==> config.mk <==
export PLATFORM = sky130hd
export DESIGN_NAME = hazard_detect_unit_flat
export DESIGN_NICKNAME = d
export VERILOG_FILES = /design/src/rtl/hazard_detect_unit_pkg.sv /design/src/rtl/hazard_detect_unit_if.sv /design/src/rtl/hazard_detect_unit_pend_stage.sv /design/src/rtl/hazard_detect_unit.sv /design/src/flat_wrapper.sv
export SDC_FILE = /design/constraint.sdc
export NUM_CORES = 1
export LEC_CHECK = 0
export BUFFER_PORTS_ARGS = -buffer_cell sky130_fd_sc_hd__buf_2
export CAP_MARGIN = 20
export CELL_PAD_IN_SITES_DETAIL_PLACEMENT = 1
export CELL_PAD_IN_SITES_GLOBAL_PLACEMENT = 1
export CORE_UTILIZATION = 38
export DETAILED_ROUTE_END_ITERATION = 7
export GPL_ROUTABILITY_DRIVEN = 0
export GPL_TIMING_DRIVEN = 0
export PLACE_DENSITY_LB_ADDON = 0.1
export SLEW_MARGIN = 20
export SYNTH_ARGS = -nofsm -noshare
export SYNTH_HDL_FRONTEND = slang
export SYNTH_SLANG_ARGS = --single-unit
export TNS_END_PERCENT = 50
==> constraint.sdc <==
create_clock -name clk -period 2.6 [get_ports clk]
set_input_delay 0.13 -clock clk [delete_from_list [all_inputs] [get_ports clk]]
set_output_delay 0.13 -clock clk [all_outputs]
set_load 0.02 [all_outputs]
==> src/rtl/hazard_detect_unit_pkg.sv <==
// -----------------------------------------------------------------------------
// hazard_detect_unit_pkg
//   Shared types and constants for the WISC ID-stage hazard detector.
//   - reg_t / REG_R7   : architectural register index type and link register.
//   - OP_*             : 5-bit major opcodes (instr[15:11]). The hazard unit only
//                        consumes decoded read/write enables; these stay here so
//                        decoders and testbenches share one definition.
//   - stage_e          : scoreboard slot naming (0 = EX, 1 = MEM, 2 = WB).
//   - reg_match()      : valid-qualified register comparator used by each slot.
// -----------------------------------------------------------------------------
package hazard_detect_unit_pkg;

    localparam int REG_W = 3;
    typedef logic [REG_W-1:0] reg_t;

    // JAL/JALR write their return address here.
    localparam reg_t REG_R7 = 3'd7;

    // Major opcodes, instr[15:11].
    localparam logic [4:0] OP_HALT  = 5'b00000;
    localparam logic [4:0] OP_NOP   = 5'b00001;
    localparam logic [4:0] OP_J     = 5'b00100;
    localparam logic [4:0] OP_JR    = 5'b00101;
    localparam logic [4:0] OP_JAL   = 5'b00110;
    localparam logic [4:0] OP_JALR  = 5'b00111;
    localparam logic [4:0] OP_ADDI  = 5'b01000;
    localparam logic [4:0] OP_BEQZ  = 5'b01100;
    localparam logic [4:0] OP_BNEZ  = 5'b01101;
    localparam logic [4:0] OP_ST    = 5'b10000;
    localparam logic [4:0] OP_LD    = 5'b10001;
    localparam logic [4:0] OP_LBI   = 5'b11000;
    localparam logic [4:0] OP_ALU   = 5'b11011;

    typedef enum logic [1:0] {
        STG_EX  = 2'd0,
        STG_MEM = 2'd1,
        STG_WB  = 2'd2
    } stage_e;

    // A slot only matches when it holds a live producer.
    function automatic logic reg_match(input logic v, input reg_t r, input reg_t src);
        return v && (r == src);
    endfunction

endpackage

==> src/rtl/hazard_detect_unit_if.sv <==
// -----------------------------------------------------------------------------
// hazard_detect_unit_if
//   Decode-side bundle between the ID stage (master) and the hazard detector
//   (slave).
//
//   Handshake: id_valid qualifies every id_* field in the same cycle. stall is
//   the inverse of ready: the ID instruction is accepted (leaves ID and, if it
//   writes a register, enters the scoreboard) on a cycle where
//   id_valid & ~stall & ~flush. While stall is high the master must hold the
//   id_* fields stable. flush squashes the ID instruction unconditionally.
//
//   Signals:
//     id_valid, id_rs, id_rt, id_readEn1, id_readEn2, id_regWrite, id_writeReg,
//     flush                      master -> slave
//     stall, bubble, stall_cnt   slave  -> master
//     dbg_pend_v, dbg_pend_r     slave  -> observer (scoreboard contents,
//                                slot i at bit i / bits [3i+2:3i])
// -----------------------------------------------------------------------------
interface hazard_detect_unit_if
    import hazard_detect_unit_pkg::*;
#(
    parameter int NUM_STAGES = 3,
    parameter int CNT_W      = 16
);

    logic                      id_valid;
    reg_t                      id_rs;
    reg_t                      id_rt;
    logic                      id_readEn1;
    logic                      id_readEn2;
    logic                      id_regWrite;
    reg_t                      id_writeReg;
    logic                      flush;
    logic                      stall;
    logic                      bubble;
    logic [CNT_W-1:0]          stall_cnt;
    logic [NUM_STAGES-1:0]     dbg_pend_v;
    logic [NUM_STAGES*REG_W-1:0] dbg_pend_r;

    modport master (
        output id_valid, id_rs, id_rt, id_readEn1, id_readEn2,
               id_regWrite, id_writeReg, flush,
        input  stall, bubble, stall_cnt, dbg_pend_v, dbg_pend_r
    );

    modport slave (
        input  id_valid, id_rs, id_rt, id_readEn1, id_readEn2,
               id_regWrite, id_writeReg, flush,
        output stall, bubble, stall_cnt, dbg_pend_v, dbg_pend_r
    );

endinterface

==> src/rtl/hazard_detect_unit_pend_stage.sv <==
// -----------------------------------------------------------------------------
// pend_stage
//   One scoreboard slot: a valid bit plus a 3-bit destination register.
//   Loads unconditionally every cycle (load_v = 0 shifts in a bubble) and
//   clears synchronously on rst. Exposes source-register comparators so the
//   top only has to OR the slots it cares about.
//
//   Ports:
//     clk, rst         clock, synchronous active-high clear
//     load_v, load_r   entry arriving from the younger slot (or from ID)
//     rs, rt           ID-stage source registers to compare against
//     v, r             current slot contents
//     m_rs, m_rt       slot is valid and its register equals rs / rt
// -----------------------------------------------------------------------------
module pend_stage
    import hazard_detect_unit_pkg::*;
(
    input  logic clk,
    input  logic rst,
    input  logic load_v,
    input  reg_t load_r,
    input  reg_t rs,
    input  reg_t rt,
    output logic v,
    output reg_t r,
    output logic m_rs,
    output logic m_rt
);

    logic v_d, v_q;
    reg_t r_d, r_q;

    // No freeze input exists: the slot advances every cycle.
    always_comb begin
        v_d = load_v;
        r_d = load_r;
    end

    always_ff @(posedge clk) begin
        if (rst) begin
            v_q <= 1'b0;
            r_q <= '0;
        end else begin
            v_q <= v_d;
            r_q <= r_d;
        end
    end

    assign v    = v_q;
    assign r    = r_q;
    assign m_rs = reg_match(v_q, r_q, rs);
    assign m_rt = reg_match(v_q, r_q, rt);

endmodule

==> src/rtl/hazard_detect_unit.sv <==
// -----------------------------------------------------------------------------
// hazard_detect_unit
//   RAW hazard detector for the 5-stage WISC pipeline (no forwarding). Keeps a
//   shift-register scoreboard of in-flight destination registers (EX, MEM, WB)
//   and stalls the ID instruction while any enabled source operand matches a
//   live entry in the checked window. The scoreboard itself is the state; no
//   separate FSM is needed because hazards clear as producers shift out.
//
//   Parameters:
//     NUM_STAGES  in-flight stages tracked beyond ID
//     RF_BYPASS   1: register file forwards same-cycle writes, so the oldest
//                 (WB) slot is never checked
//     CNT_W       width of the saturating stall counter
//
//   Ports:
//     clk, rst    clock, synchronous active-high reset
//     hd          decode bundle (slave side): ID operands/enables and flush
//                 in; stall, bubble, stall_cnt and scoreboard debug out
// -----------------------------------------------------------------------------
module hazard_detect_unit
    import hazard_detect_unit_pkg::*;
#(
    parameter int NUM_STAGES = 3,
    parameter int RF_BYPASS  = 1,
    parameter int CNT_W      = 16
)(
    input  logic                  clk,
    input  logic                  rst,
    hazard_detect_unit_if.slave   hd
);

    // Number of youngest slots that can still cause a hazard.
    localparam int NUM_CHK = (RF_BYPASS != 0) ? NUM_STAGES - 1 : NUM_STAGES;

    logic [NUM_STAGES-1:0] pend_v;
    logic [NUM_STAGES-1:0] m_rs;
    logic [NUM_STAGES-1:0] m_rt;
    reg_t                  pend_r [NUM_STAGES];

    logic push_v;
    logic hit_rs;
    logic hit_rt;
    logic hazard;
    logic stall;

    logic [CNT_W-1:0] stall_cnt_d, stall_cnt_q;

    // A stalled or squashed instruction does not leave ID, so it must not
    // be recorded as an in-flight producer.
    assign push_v = hd.id_valid & hd.id_regWrite & ~stall & ~hd.flush;

    generate
        for (genvar g = 0; g < NUM_STAGES; g++) begin : g_stage
            logic ld_v;
            reg_t ld_r;
            if (g == 0) begin : g_head
                assign ld_v = push_v;
                assign ld_r = hd.id_writeReg;
            end else begin : g_tail
                assign ld_v = pend_v[g-1];
                assign ld_r = pend_r[g-1];
            end
            pend_stage u_stage (
                .clk    (clk),
                .rst    (rst),
                .load_v (ld_v),
                .load_r (ld_r),
                .rs     (hd.id_rs),
                .rt     (hd.id_rt),
                .v      (pend_v[g]),
                .r      (pend_r[g]),
                .m_rs   (m_rs[g]),
                .m_rt   (m_rt[g])
            );
        end
    endgenerate

    always_comb begin
        hit_rs = 1'b0;
        hit_rt = 1'b0;
        for (int i = 0; i < NUM_STAGES; i++) begin
            if (i < NUM_CHK) begin
                hit_rs = hit_rs | m_rs[i];
                hit_rt = hit_rt | m_rt[i];
            end
        end
    end

    // readEn gating makes unused register fields (LBI, J, HALT, ...) inert;
    // flush wins over any hazard.
    always_comb begin
        hazard = hd.id_valid & ((hd.id_readEn1 & hit_rs) | (hd.id_readEn2 & hit_rt));
        stall  = hazard & ~hd.flush;
    end

    always_comb begin
        stall_cnt_d = stall_cnt_q;
        if (stall && (stall_cnt_q != {CNT_W{1'b1}})) begin
            stall_cnt_d = stall_cnt_q + CNT_W'(1);
        end
    end

    always_ff @(posedge clk) begin
        if (rst) begin
            stall_cnt_q <= '0;
        end else begin
            stall_cnt_q <= stall_cnt_d;
        end
    end

    always_comb begin
        hd.dbg_pend_r = '0;
        for (int i = 0; i < NUM_STAGES; i++) begin
            hd.dbg_pend_r[i*REG_W +: REG_W] = pend_r[i];
        end
    end

    assign hd.stall      = stall;
    assign hd.bubble     = stall | hd.flush;
    assign hd.stall_cnt  = stall_cnt_q;
    assign hd.dbg_pend_v = pend_v;

endmodule

==> src/flat_wrapper.sv <==
// flat-port wrapper written by rule: the top's interface ports become plain ports
module hazard_detect_unit_flat import hazard_detect_unit_pkg::*;
#(
    parameter int NUM_STAGES = 3,
    parameter int RF_BYPASS  = 1,
    parameter int CNT_W      = 16
)
  (clk, rst, hd_id_valid, hd_id_rs, hd_id_rt, hd_id_readEn1, hd_id_readEn2, hd_id_regWrite, hd_id_writeReg, hd_flush, hd_stall, hd_bubble, hd_stall_cnt, hd_dbg_pend_v, hd_dbg_pend_r);
  hazard_detect_unit_if #(.NUM_STAGES(NUM_STAGES), .CNT_W(CNT_W)) hd_i ();
  input  logic clk;
  input  logic rst;
  input wire logic [$bits(hd_i.id_valid)-1:0] hd_id_valid;
  input wire logic [$bits(hd_i.id_rs)-1:0] hd_id_rs;
  input wire logic [$bits(hd_i.id_rt)-1:0] hd_id_rt;
  input wire logic [$bits(hd_i.id_readEn1)-1:0] hd_id_readEn1;
  input wire logic [$bits(hd_i.id_readEn2)-1:0] hd_id_readEn2;
  input wire logic [$bits(hd_i.id_regWrite)-1:0] hd_id_regWrite;
  input wire logic [$bits(hd_i.id_writeReg)-1:0] hd_id_writeReg;
  input wire logic [$bits(hd_i.flush)-1:0] hd_flush;
  output wire logic [$bits(hd_i.stall)-1:0] hd_stall;
  output wire logic [$bits(hd_i.bubble)-1:0] hd_bubble;
  output wire logic [$bits(hd_i.stall_cnt)-1:0] hd_stall_cnt;
  output wire logic [$bits(hd_i.dbg_pend_v)-1:0] hd_dbg_pend_v;
  output wire logic [$bits(hd_i.dbg_pend_r)-1:0] hd_dbg_pend_r;
  assign hd_i.id_valid = hd_id_valid;
  assign hd_i.id_rs = hd_id_rs;
  assign hd_i.id_rt = hd_id_rt;
  assign hd_i.id_readEn1 = hd_id_readEn1;
  assign hd_i.id_readEn2 = hd_id_readEn2;
  assign hd_i.id_regWrite = hd_id_regWrite;
  assign hd_i.id_writeReg = hd_id_writeReg;
  assign hd_i.flush = hd_flush;
  assign hd_stall = hd_i.stall;
  assign hd_bubble = hd_i.bubble;
  assign hd_stall_cnt = hd_i.stall_cnt;
  assign hd_dbg_pend_v = hd_i.dbg_pend_v;
  assign hd_dbg_pend_r = hd_i.dbg_pend_r;
  hazard_detect_unit #(.NUM_STAGES(NUM_STAGES), .RF_BYPASS(RF_BYPASS), .CNT_W(CNT_W)) u_core (.clk(clk), .rst(rst), .hd(hd_i));
endmodule
# == After elaboration in Yosys (flattened, before gate mapping) ==
# Index checks and enable logic that the tools add are counted.
# op_classes
reduce_logical,5
eq_ne,5
n_addsub,1
bitwise,13
# op_table
op,count
$add 16x1->16 const B,1
$ne 16x16->1 const B,1
$eq 3x3->1,4
$and 1x1->1,7
$logic_and 1x1->1,5
$or 1x1->1,4
$not 1->1,2
# word_totals
register_bits,28
word_cells,31
output_inout_bits,30

# == Depth between registers and ports, before layout ==
# logic_depth
depth_word,10
ltp_mapped,9
depth_no_buf,7

# == By module ==
# Synthesis repeated with hierarchy kept, for this count alone.
# hier_totals
cells_unflattened,157
area_unflattened_um2,1442.6
# modules_own_cells
mod,area_each_um2,n_inst,cells_per_inst
hazard_detect_unit,917.1,1,109
pend_stage,175.2,3,16

# == Worst setup path after synthesis ==
# Ideal clock, no wire load.
# synth_path
kind,register -> register
startpoint,register u_core.stall_cnt_q[0] (netlist: u_core.hd.stall_cnt[0])
endpoint,register u_core.stall_cnt_q[1] (netlist: u_core.hd.stall_cnt[1])
setup_ps,128
t_arrival_ps,1815
setup_slack_ps,657
required_ps,2472
stages_incl_launch_ff,10
period_less_slack_ps,1943
path_cell_list,dfxtp_1 ha_1 nand3_1 nor4_2 a211oi_2 nor2_2 buf_6 buf_6 mux2i_1 nor2_1
# synth_via
elab_chain_len,2
elab_cells_between_ends,3
classes_between,add/sub: 1; eq/ne: 1; reduce/logical: 1
# synth_lines
item,line_no,text
from (decl),hazard_detect_unit.sv:46,"logic [CNT_W-1:0] stall_cnt_d, stall_cnt_q;"
from (signal assigned),hazard_detect_unit.sv:107,stall_cnt_q <= stall_cnt_d;
branches (longest 2 deep; another with $add 16x1->16),n/a,
# Several ways; the timed one is not identified.
# A chain may end at the register's enable or synchronous reset.

# == Worst setup path after layout ==
# Same ends and word-level chain as after synthesis.

==> results.txt <==
Outcome = finished clean
Max-slew violation count = 0
YS warnings = 0
Vias = 1249
Switching power = 0.180 mW
Vias in the first global route = 1163
Crit path largest cell delay = 0.49 ns
Critical path depth = 9
Sequential Area = 561 um2
DRC viols = 0
Layout cells sized above 1 = 29.1%
Final WL = 3.64 mm
Clk slew on worst S/H paths = 0.17 ns
Post-layout nets = 214
Reg2Reg Depth = 9
CTS Buf Count = 3
Total GRT Usage = 20.5%
DP HPWL = 2.83 mm
EDFF count, synth = 0
Synth area leader = dfxtp_1
Top FF cell, synth = dfxtp_1
Most common cell in the netlist = dfxtp_1
Post-Syn Nets = 164
Unique masters post-synth = 35
Mapped Avg Cell Area = 9.12 um2
Seq/Total Area, Yosys = 41.8%
Die Ht = 61.4 um
Share of power burned in registers = 55.2%
Ys async rst share = 0%
Setup TNS = 0 ns
Die X = 61.4 um
Top post-synthesis cells by count = 28 x dfxtp_1, 13 x xnor2_1, 12 x nor2b_1
Final Hold Fails = 0
Synth top area share = 41.8%
Non-filler cells, final = 242
Clock latency on the worst-skew pair = 0.33 ns
CP Launch Point = u_core.hd.stall_cnt[0]
Drt initial violations = 31
DRT antenna net count = 0
Area Growth Syn to Fin = 25.4%
Switching part of the total = 22.4%
Worst Path Max Fanout = 10
Drt via density = 5.16
Grt ovf = 0
Cells after Synth = 147
Reg-to-Reg Start = u_core.hd.stall_cnt[0]
Critical Path Slowest Stage Cell = dfxtp_1
Core Region = 3360 um2
Crit start category = register
Antenna cells = 0
H-Tree Depth = 1
CTS tree = done
Cell Area, Placed = 1620 um2
Fin crit share = 84.2%
P_int = 0.623 mW
LEAKAGE = 0.686 nW
Worst-margin pin slew = 0.550 ns
Reg-to-reg endpoint = u_core.hd.stall_cnt[1]
Initial Util = 39.8%
Full die area = 3770 um2
DRT Pass-1 Iters = 4
Multi-input logic area = 712 um2
Critical Path End Type = register
# IOs = 46
Critical path class = reg -> reg
Row cnt = 21
Clock skew = 0.0178 ns
Top post-synthesis cells by area = dfxtp_1 42%, xnor2_1 8.5%, nor2b_1 5.6%
Cell area after synthesis = 1340 um2
WP data arrival = 2.42 ns
Clock share of power = 36.2%
Clk sink count = 28
Critical path, cell by cell = ha_1 > nand3_1 > nor4_2 > a211oi_2 > nor2_2 > buf_6 > buf_6 > mux2i_1 > nor2_1
F_max = 457 MHz
Port-buffer cells = 44
RSZ-0062 raised after global routing = false
Most used cell, CP = buf_6
Fill count = 423
Data required time at the worst endpoint = 2.83 ns
Logic gate share of total power = 8.5%
Overall Power = 0.803 mW
Tmin final = 2.19 ns
Largest delay share family, worst path = simple AND/OR/NAND/NOR gates
Post-route cell area = 1680 um2
Flop2flop setup slack = 0.41 ns
Slew HR = 63.4%
Buf/Inv on CP = 2
Clock buffer depth = 2
Final setup vio count = 0
Initial antenna violation count = 0
Crit path to = u_core.hd.stall_cnt[1]
WL/cell = 15.0 um
Worst vdd ir = 274 uV
Largest net degree at the start of global routing = 17
Worst min path class = in -> reg
First-pass GRT wire length = 5.70 mm
Max_cap viols = 0
Pwr Density = 478 nW/um2
Dpl cells = 237
Root buffer cell = clkbuf_4
Synthesis-stage register bit count = 28
Post-CTS sizing = 0
[state kept, by name (all words and copies together), names as in the netlist]
register,cells
u_core.hd.stall_cnt,16
u_core.g_stage.u_stage.v,3
u_core.g_stage.u_stage.r,9
[layout make-up]
cell class	instances	share of cell area, %
buffer	9	3.57
clock buffer	3	1.34
clock inverter	1	1.79
inverter	2	0.447
multi-input combinational	108	42.4
sequential	28	33.4
tap	46	3.43
timing repair buffer	45	13.7
[routing by layer]
metal	track usage, %	part of all wire, %	vias to the layer above
met4	3.81	1.0	0
met1	28.0	47	599
met2	35.6	50	24
li1	-	-	622
met5	0	0	-
met3	2.10	2.4	4
[cells by family (layout without fill, tap and decap cells)]
family / count (synthesis) / after routing / synth area share [%]
fa+ha+maj: 1 / 1 / 0.934
simple gates: 62 / 62 / 27.3
mux: 1 / 1 / 0.747
buf+inv: 11 / 60 / 5.04
xor+xnor: 16 / 16 / 10.5
flops: 28 / 28 / 41.8
compound gates: 28 / 28 / 13.7
[worst register-to-register path, stage by stage, from the launching register on]
cell      delay (ns)
dfxtp_1         0.49
ha_1            0.29
nand3_1         0.12
nor4_2          0.33
a211oi_2        0.13
nor2_2          0.18
buf_6           0.16
buf_6           0.16
mux2i_1         0.19
nor2_1          0.05
[per-stage QoR]
| step | setup slack, ns | utilization (%) | hold WS (ns) |
|---|---|---|---|
| after floorplan | 0.657 | - | 0.258 |
| after global placement | 0.513 | 48.1 | 0.337 |
| after detailed placement | 0.416 | 48.1 | 0.346 |
| after CTS | 0.389 | 50.0 | 0.00415 |
| after global routing | 0.194 | 50.0 | 0.0129 |
| final | 0.412 | 50.0 | 0.0107 |
[power by group through the flow]
stage | clock network [mW] | registers [mW] | logic (mW)
6_report | 0.291 | 0.443 | 0.0686
5_1_grt | 0.315 | 0.445 | 0.0750
4_1_cts | 0.295 | 0.444 | 0.0695
3_5_place_dp | 0 | 0.453 | 0.0683
3_3_place_gp | 0 | 0.452 | 0.0651
2_1_floorplan | 0 | 0.458 | 0.0325
[worst min path at each step]
| stage | start | end | slack [ns] | cells after the start |
|---|---|---|---|---|
| 2_1_floorplan | hd_id_writeReg[0] | u_core.g_stage[0].u_stage.r[0] | 0.26 | 1 |
| 3_3_place_gp | hd_id_writeReg[1] | u_core.g_stage[0].u_stage.r[1] | 0.34 | 2 |
| 3_5_place_dp | hd_id_writeReg[1] | u_core.g_stage[0].u_stage.r[1] | 0.35 | 2 |
| 4_1_cts | hd_id_writeReg[0] | u_core.g_stage[0].u_stage.r[0] | 0.004 | 2 |
| 5_1_grt | hd_id_writeReg[0] | u_core.g_stage[0].u_stage.r[0] | 0.01 | 2 |
| 6_report | hd_id_writeReg[0] | u_core.g_stage[0].u_stage.r[0] | 0.01 | 2 |
[cell usage in the layout (no fill, tap or decap), types with 2 or more instances in the layout]
cell | netlist | routed
a211oi_2 | 2 | 2
a21oi_1 | 9 | 9
a311oi_1 | 2 | 2
a31oi_1 | 2 | 2
and2_1 | 3 | 3
and3_1 | 2 | 2
buf_2 | 0 | 44
buf_4 | 3 | 3
buf_6 | 2 | 2
clkbuf_1 | 4 | 4
clkbuf_4 | 0 | 3
dfxtp_1 | 28 | 28
inv_1 | 2 | 2
nand2_1 | 9 | 9
nand3_1 | 4 | 4
nand4_1 | 8 | 8
nor2_1 | 5 | 5
nor2b_1 | 12 | 12
nor3_1 | 2 | 2
o21ai_0 | 2 | 2
o21ai_1 | 4 | 4
o31ai_1 | 5 | 5
or2_1 | 2 | 2
or3_1 | 4 | 4
or4_1 | 5 | 5
xnor2_1 | 13 | 13
xor2_1 | 3 | 3
[timing repair]
item,in CTS,in global routing
endpoints found under the hold margin,1,0
buffers inserted,0,0
hold buffers,1,0
endpoints found under the setup margin,0,0
Power figures use the tool's default switching activity.
